### src/rtl/wifi_tx_pkg.sv
// wifi_tx_pkg: shared rate codes, generator polynomials and puncture masks for the WIFI TX encoder
package wifi_tx_pkg;
  typedef enum logic [1:0] {RATE_1_2 = 2'd0, RATE_2_3 = 2'd1, RATE_3_4 = 2'd2} rate_t;
  localparam logic [6:0] G0 = 7'o133;
  localparam logic [6:0] G1 = 7'o171;
  localparam int HEADER_LEN = 24;
  localparam int RATE_BITS = 4;
  localparam logic [3:0] R_6 = 4'b1101;
  localparam logic [3:0] R_9 = 4'b1111;
  localparam logic [3:0] R_12 = 4'b0101;
  localparam logic [3:0] R_18 = 4'b0111;
  localparam logic [3:0] R_24 = 4'b1001;
  localparam logic [3:0] R_36 = 4'b1011;
  localparam logic [3:0] R_48 = 4'b0001;
  localparam logic [3:0] R_54 = 4'b0011;
  localparam logic [1:0] KEEP_AB = 2'b11;
  localparam logic [1:0] KEEP_A = 2'b01;
  localparam logic [1:0] KEEP_B = 2'b10;
  function automatic logic conv_bit(input logic [6:0] g, input logic d, input logic [5:0] s);
    return ^(g & {d, s[0], s[1], s[2], s[3], s[4], s[5]});
  endfunction
  function automatic logic rate_ok(input logic [3:0] r);
    return r == R_6 || r == R_9 || r == R_12 || r == R_18 || r == R_24 || r == R_36 || r == R_48 || r == R_54;
  endfunction
  function automatic rate_t decode_rate(input logic [3:0] r);
    return r == R_48 ? RATE_2_3 :
           (r == R_9 || r == R_18 || r == R_36 || r == R_54) ? RATE_3_4 : RATE_1_2;
  endfunction
endpackage

### src/rtl/wifi_tx_punct_ctrl.sv
// wifi_tx_punct_ctrl: header bit counter, on-the-fly RATE decode and puncture keep-mask generation
module wifi_tx_punct_ctrl #(
  parameter int HEADER_LEN = wifi_tx_pkg::HEADER_LEN,
  parameter int RATE_BITS = wifi_tx_pkg::RATE_BITS
) (
  input  logic       clk,
  input  logic       reset,
  input  logic       data_in,
  input  logic       valid_in,
  output logic [1:0] keep,
  output logic [1:0] rate_out,
  output logic       rate_err
);
  import wifi_tx_pkg::*;
  localparam int CW = $clog2(HEADER_LEN + 1);
  logic [CW-1:0] bit_cnt;
  logic [1:0] punct_phase;
  logic [RATE_BITS-2:0] rate_sr;
  logic [RATE_BITS-1:0] code;
  rate_t rate_q;
  logic hdr, rate_bit, last_phase;
  always_comb begin
    hdr = bit_cnt < CW'(HEADER_LEN);
    rate_bit = bit_cnt == CW'(RATE_BITS - 1);
    code = {rate_sr, data_in};
    last_phase = rate_q == RATE_2_3 ? punct_phase == 2'd1 :
                 rate_q == RATE_3_4 ? punct_phase == 2'd2 : 1'b1;
    keep = hdr || punct_phase == 2'd0 ? KEEP_AB : punct_phase == 2'd1 ? KEEP_A : KEEP_B;
  end
  always_ff @(posedge clk)
    if (reset) begin
      bit_cnt <= '0;
      punct_phase <= 2'd0;
      rate_sr <= '0;
      rate_q <= RATE_1_2;
      rate_err <= 1'b0;
    end else if (!valid_in) begin
      bit_cnt <= '0;
      punct_phase <= 2'd0;
      rate_sr <= '0;
      rate_err <= 1'b0;
    end else begin
      if (hdr) bit_cnt <= bit_cnt + CW'(1);
      punct_phase <= hdr || last_phase ? 2'd0 : punct_phase + 2'd1;
      rate_sr <= {rate_sr[RATE_BITS-3:0], data_in};
      if (rate_bit) begin
        rate_q <= decode_rate(code);
        rate_err <= !rate_ok(code);
      end
    end
  assign rate_out = rate_q;
endmodule

### src/rtl/wifi_tx_conv_encoder.sv
// wifi_tx_conv_encoder: K=7 rate-1/2 convolutional encoder with registered coded word and puncture keep mask
module wifi_tx_conv_encoder #(
  parameter int HEADER_LEN = wifi_tx_pkg::HEADER_LEN,
  parameter int RATE_BITS = wifi_tx_pkg::RATE_BITS
) (
  input  logic       clk,
  input  logic       reset,
  input  logic       data_in,
  input  logic       valid_in,
  output logic [1:0] data_out,
  output logic [1:0] keep_out,
  output logic       valid_out,
  output logic [1:0] rate_out,
  output logic       rate_err
);
  import wifi_tx_pkg::*;
  logic [5:0] s;
  logic [1:0] keep;
  wifi_tx_punct_ctrl #(.HEADER_LEN(HEADER_LEN), .RATE_BITS(RATE_BITS)) u_punct (
    .clk(clk),
    .reset(reset),
    .data_in(data_in),
    .valid_in(valid_in),
    .keep(keep),
    .rate_out(rate_out),
    .rate_err(rate_err)
  );
  always_ff @(posedge clk)
    if (reset) begin
      s <= 6'd0;
      data_out <= 2'b00;
      keep_out <= 2'b00;
      valid_out <= 1'b0;
    end else if (valid_in) begin
      s <= {s[4:0], data_in};
      data_out <= {conv_bit(G1, data_in, s), conv_bit(G0, data_in, s)};
      keep_out <= keep;
      valid_out <= 1'b1;
    end else begin
      s <= 6'd0;
      keep_out <= 2'b00;
      valid_out <= 1'b0;
    end
endmodule

### config.mk
export PLATFORM = sky130hd
export DESIGN_NAME = wifi_tx_conv_encoder
export DESIGN_NICKNAME = d
export VERILOG_FILES = /design/src/rtl/wifi_tx_pkg.sv /design/src/rtl/wifi_tx_punct_ctrl.sv /design/src/rtl/wifi_tx_conv_encoder.sv
export SDC_FILE = /design/constraint.sdc
export NUM_CORES = 1
export LEC_CHECK = 0
export CORE_UTILIZATION = 50
export CTS_CLUSTER_SIZE = 8
export DETAILED_ROUTE_END_ITERATION = 7
export PLACE_DENSITY = 0.86
export RECOVER_POWER = 100
export SETUP_SLACK_MARGIN = 0.05
export SLEW_MARGIN = 15
export SYNTH_ARGS = -nofsm -noshare
export SYNTH_HDL_FRONTEND = slang
export SYNTH_SLANG_ARGS = --single-unit
### constraint.sdc
create_clock -name clk -period 1.4 [get_ports clk]
set_input_delay 0.14 -clock clk [delete_from_list [all_inputs] [get_ports clk]]
set_output_delay 0.14 -clock clk [all_outputs]
set_load 0.03 [all_outputs]
==> results by group <==
Drt
  • Vias: 629
  • Routed Antenna Nets: 0
  • 1st-iter DRT viols: 18
  • Post-Route WL: 1.46 mm
  • Post-route DRC: 0
  • DRT Pass-1 Iters: 4
  • Via/cell ratio: 5.42
  • Wire per inst: 12.6 um

Place
  • GP Congestion: 0.781
  • Dpl cell area: 980 um^2
  • Place WS: -0.0851 ns
  • HPWL after detailed placement: 1.08 mm
  • Input/output buffers: 11
  • # placed instances: 112

Synth
  • Post-Syn Instances: 80
  • Synthesized flop and latch total: 21
  • Seq/Total Area, Yosys: 52.0%
  • Cell variety after synth: 23
  • Synthesized area per cell: 10.1 um^2
  • Syn Nets: 88
  • YS warnings: 0
  • Synthesized area: 808 um^2

Layout
  • Fin nets: 109
  • Layout cells sized above 1: 15.0%
  • Commonest non-fill, non-tap cells in the layout: 20 x dfxtp_1, 8 x dlygate4sd2_1, 7 x nor2_1
  • Final Cell Area: 0.00100 mm^2
  • Diode count: 0
  • Finished Core Util: 66.7%
  • Non-filler instance count after layout: 116
  • Area Overhead vs Synth: 24.3%
  • Most common cell after layout, fill and taps aside: dfxtp_1

Worst setup path
  • Worst r2r path cells: 4
  • Crit path cell chain: dlygate4sd2_1
  • Worst-path fanout max: 4
  • RR Endpoint: data_out[1]
  • Worst path required time: 1.26 ns
  • Arr. time, crit path: 1.11 ns
  • Critical path type: flop to output port
  • Crit path largest cell delay: 0.41 ns
  • Reg2Reg Launch Point: s[1]
  • Worst setup EP type: output port
  • Worst R2R Setup Slack: 0.15 ns
  • CP max-delay cell: dlygate4sd2_1
  • WP buf/inv: 1
  • Critical path startpoint category: flop
  • Crit path max-delay family: buffers and inverters

Power
  • Switching Share: 23.2%
  • Peak VDD IR: 0.797 mV
  • Lkg Pwr: 0.406 nW
  • Logic gate share of total power: 9.1%
  • Flop pwr share: 62.2%
  • Cell-internal power: 0.000763 W
  • Net switching power: 0.000230 W
  • Power Density: 988 mW/mm^2
  • Power share of the clock group: 28.7%

Worst hold path
  • Worst hold path cell count: 1
  • WHS Endpoint: s[4]
  • Hold Startpoint: s[3]
  • HP Class: flop to flop

Clocking
  • CTS Hold Bufs: 0
  • Reg clk slew, reported paths: 0.11 ns
  • H-tree depth: 1
  • Post-CTS Setup Bufs: 0
  • Worst skew pair latency: 0.30 ns
  • Clk root buf: clkbuf_4
  • TritonCTS buffer count: 3
  • Num Clock Sinks: 21
  • CTS tree: built
  • Worst-case clock buffer depth: 2

Global routing
  • All-Layer GR Usage: 18.3%
  • First-pass GRT wire length: 2.47 mm
  • Initial antenna violation count: 0
  • Largest net degree at the start of global routing: 13
  • Vias in the first global route: 599
  • GRT Residual Overflow: 0

Timing
  • Final Hold Fails: 0
  • Clock skew: 0.00537 ns
  • Slew at the pin closest to its max-slew limit: 0.327 ns
  • Setup WS post-layout: 0.148 ns
  • TNS Setup: 0 ns
  • RSZ-0062 raised after global routing: no
  • Slew HR: 78.1%
  • Highest clock rate: 799 MHz
  • Fin crit share: 89.4%
  • Final setup viols: 0
  • Fin crit period: 1.25 ns
  • Max-slew violations: 0

Outcome
  • Status: finished, final reports clean

Die
  • Starting Density: 53.7%
  • Die area: 0.00178 mm^2
  • Row count: 14
  • Die H: 42.2 um
  • Core ar.: 0.00151 mm^2
  • Die X: 42.2 um
  • Io pins: 12

Job
  • Maxcap violations: 0
## cell usage after synthesis
master | n | area (um^2)
inv_1 | 3 | 11.3
and2_2 | 1 | 7.51
clkbuf_1 | 1 | 3.75
nor4_1 | 1 | 6.26
xor2_1 | 1 | 8.76
xnor2_1 | 4 | 35.0
a211o_1 | 1 | 8.76
a211oi_1 | 1 | 7.51
ha_1 | 4 | 50.1
nand2_1 | 6 | 22.5
and2_1 | 5 | 31.3
a211o_2 | 1 | 10.0
nor3b_1 | 4 | 30.0
nand2b_2 | 1 | 8.76
nor2_1 | 7 | 26.3
nand4_1 | 1 | 6.26
a21oi_1 | 5 | 25.0
dfxtp_1 | 21 | 420
nor4b_4 | 1 | 23.8
nor3_1 | 4 | 20.0
nand3_1 | 3 | 15.0
a31oi_1 | 2 | 12.5
nor4b_1 | 2 | 17.5
## per-layer routing
| metal | wire length (um) | vias to the layer above | GRT usage (%) | part of all wire, % |
|---|---|---|---|---|
| met5 | 0 | - | 0 | 0 |
| met4 | 14 | 0 | 6.88 | 0.96 |
| met3 | 60 | 4 | 5.60 | 4.1 |
| met2 | 766 | 17 | 32.6 | 53 |
| met1 | 617 | 293 | 20.1 | 42 |
| li1 | - | 315 | - | - |
## flip-flops by register name, summed over array words and instances, names as in the netlist
register             flops
keep_out                 2
data_out                 2
u_punct.rate_out         2
u_punct.bit_cnt          5
u_punct.punct_phase      2
u_punct.rate_err         1
s                        6
valid_out                1
## worst max path at each step
stage                                 from                     end  slack, ns  cells after the start
global route            u_punct.bit_cnt[1]        u_punct.rate_err       0.05                      4
global placement                   data_in             data_out[1]      -0.05                      5
CTS                 u_punct.punct_phase[1]  u_punct.punct_phase[1]       0.10                      5
detailed placement                 data_in             data_out[1]      -0.09                      5
floorplan               u_punct.bit_cnt[0]     u_punct.rate_out[1]       0.25                      5
finish                 u_punct.rate_out[1]             rate_out[1]       0.15                      1
## layout make-up
class                   instances  area (um^2)
fillers                       129          502
repair buffers                 17          141
well taps                      16         20.0
inverters                       3         11.3
clock buffers                   4         26.3
multi-input cells              55          384
flip-flops and latches         21          422
## cells by family (layout without fill, tap and decap cells)
| family | Yosys count | count (layout) | share of synthesized area [%] |
|---|---|---|---|
| xor gates and xnor gates | 5 | 5 | 5.42 |
| DFF | 21 | 21 | 52.0 |
| adders and majority gates | 4 | 4 | 6.19 |
| AOI/OAI and AO/OA | 10 | 10 | 7.89 |
| buffers and inverters | 4 | 24 | 1.86 |
| and+or+nand+nor | 36 | 36 | 26.6 |
## power groups by stage
stage	sequential [W]	combinational, W	clock (W)
2_1_floorplan	0.000649	0.0000295	0
3_3_place_gp	0.000631	0.0000949	0
3_5_place_dp	0.000631	0.0000978	0
4_1_cts	0.000617	0.0000921	0.000288
5_1_grt	0.000619	0.0000969	0.000316
6_report	0.000618	0.0000901	0.000285
## timing repair
item | CTS | global route
pin swaps | 0 | 0
cloned | 0 | 0
endpoints found under the setup margin | 8 | 5
resized for setup | 8 | 4
## stage by stage
stage	power [W]	hold slack [ns]
global route	0.00103	0.503
detailed placement	0.000729	0.430
floorplan	0.000679	0.209
finish	0.000993	0.464
global placement	0.000726	0.421
CTS	0.000997	0.466
Power figures use the tool's default switching activity.
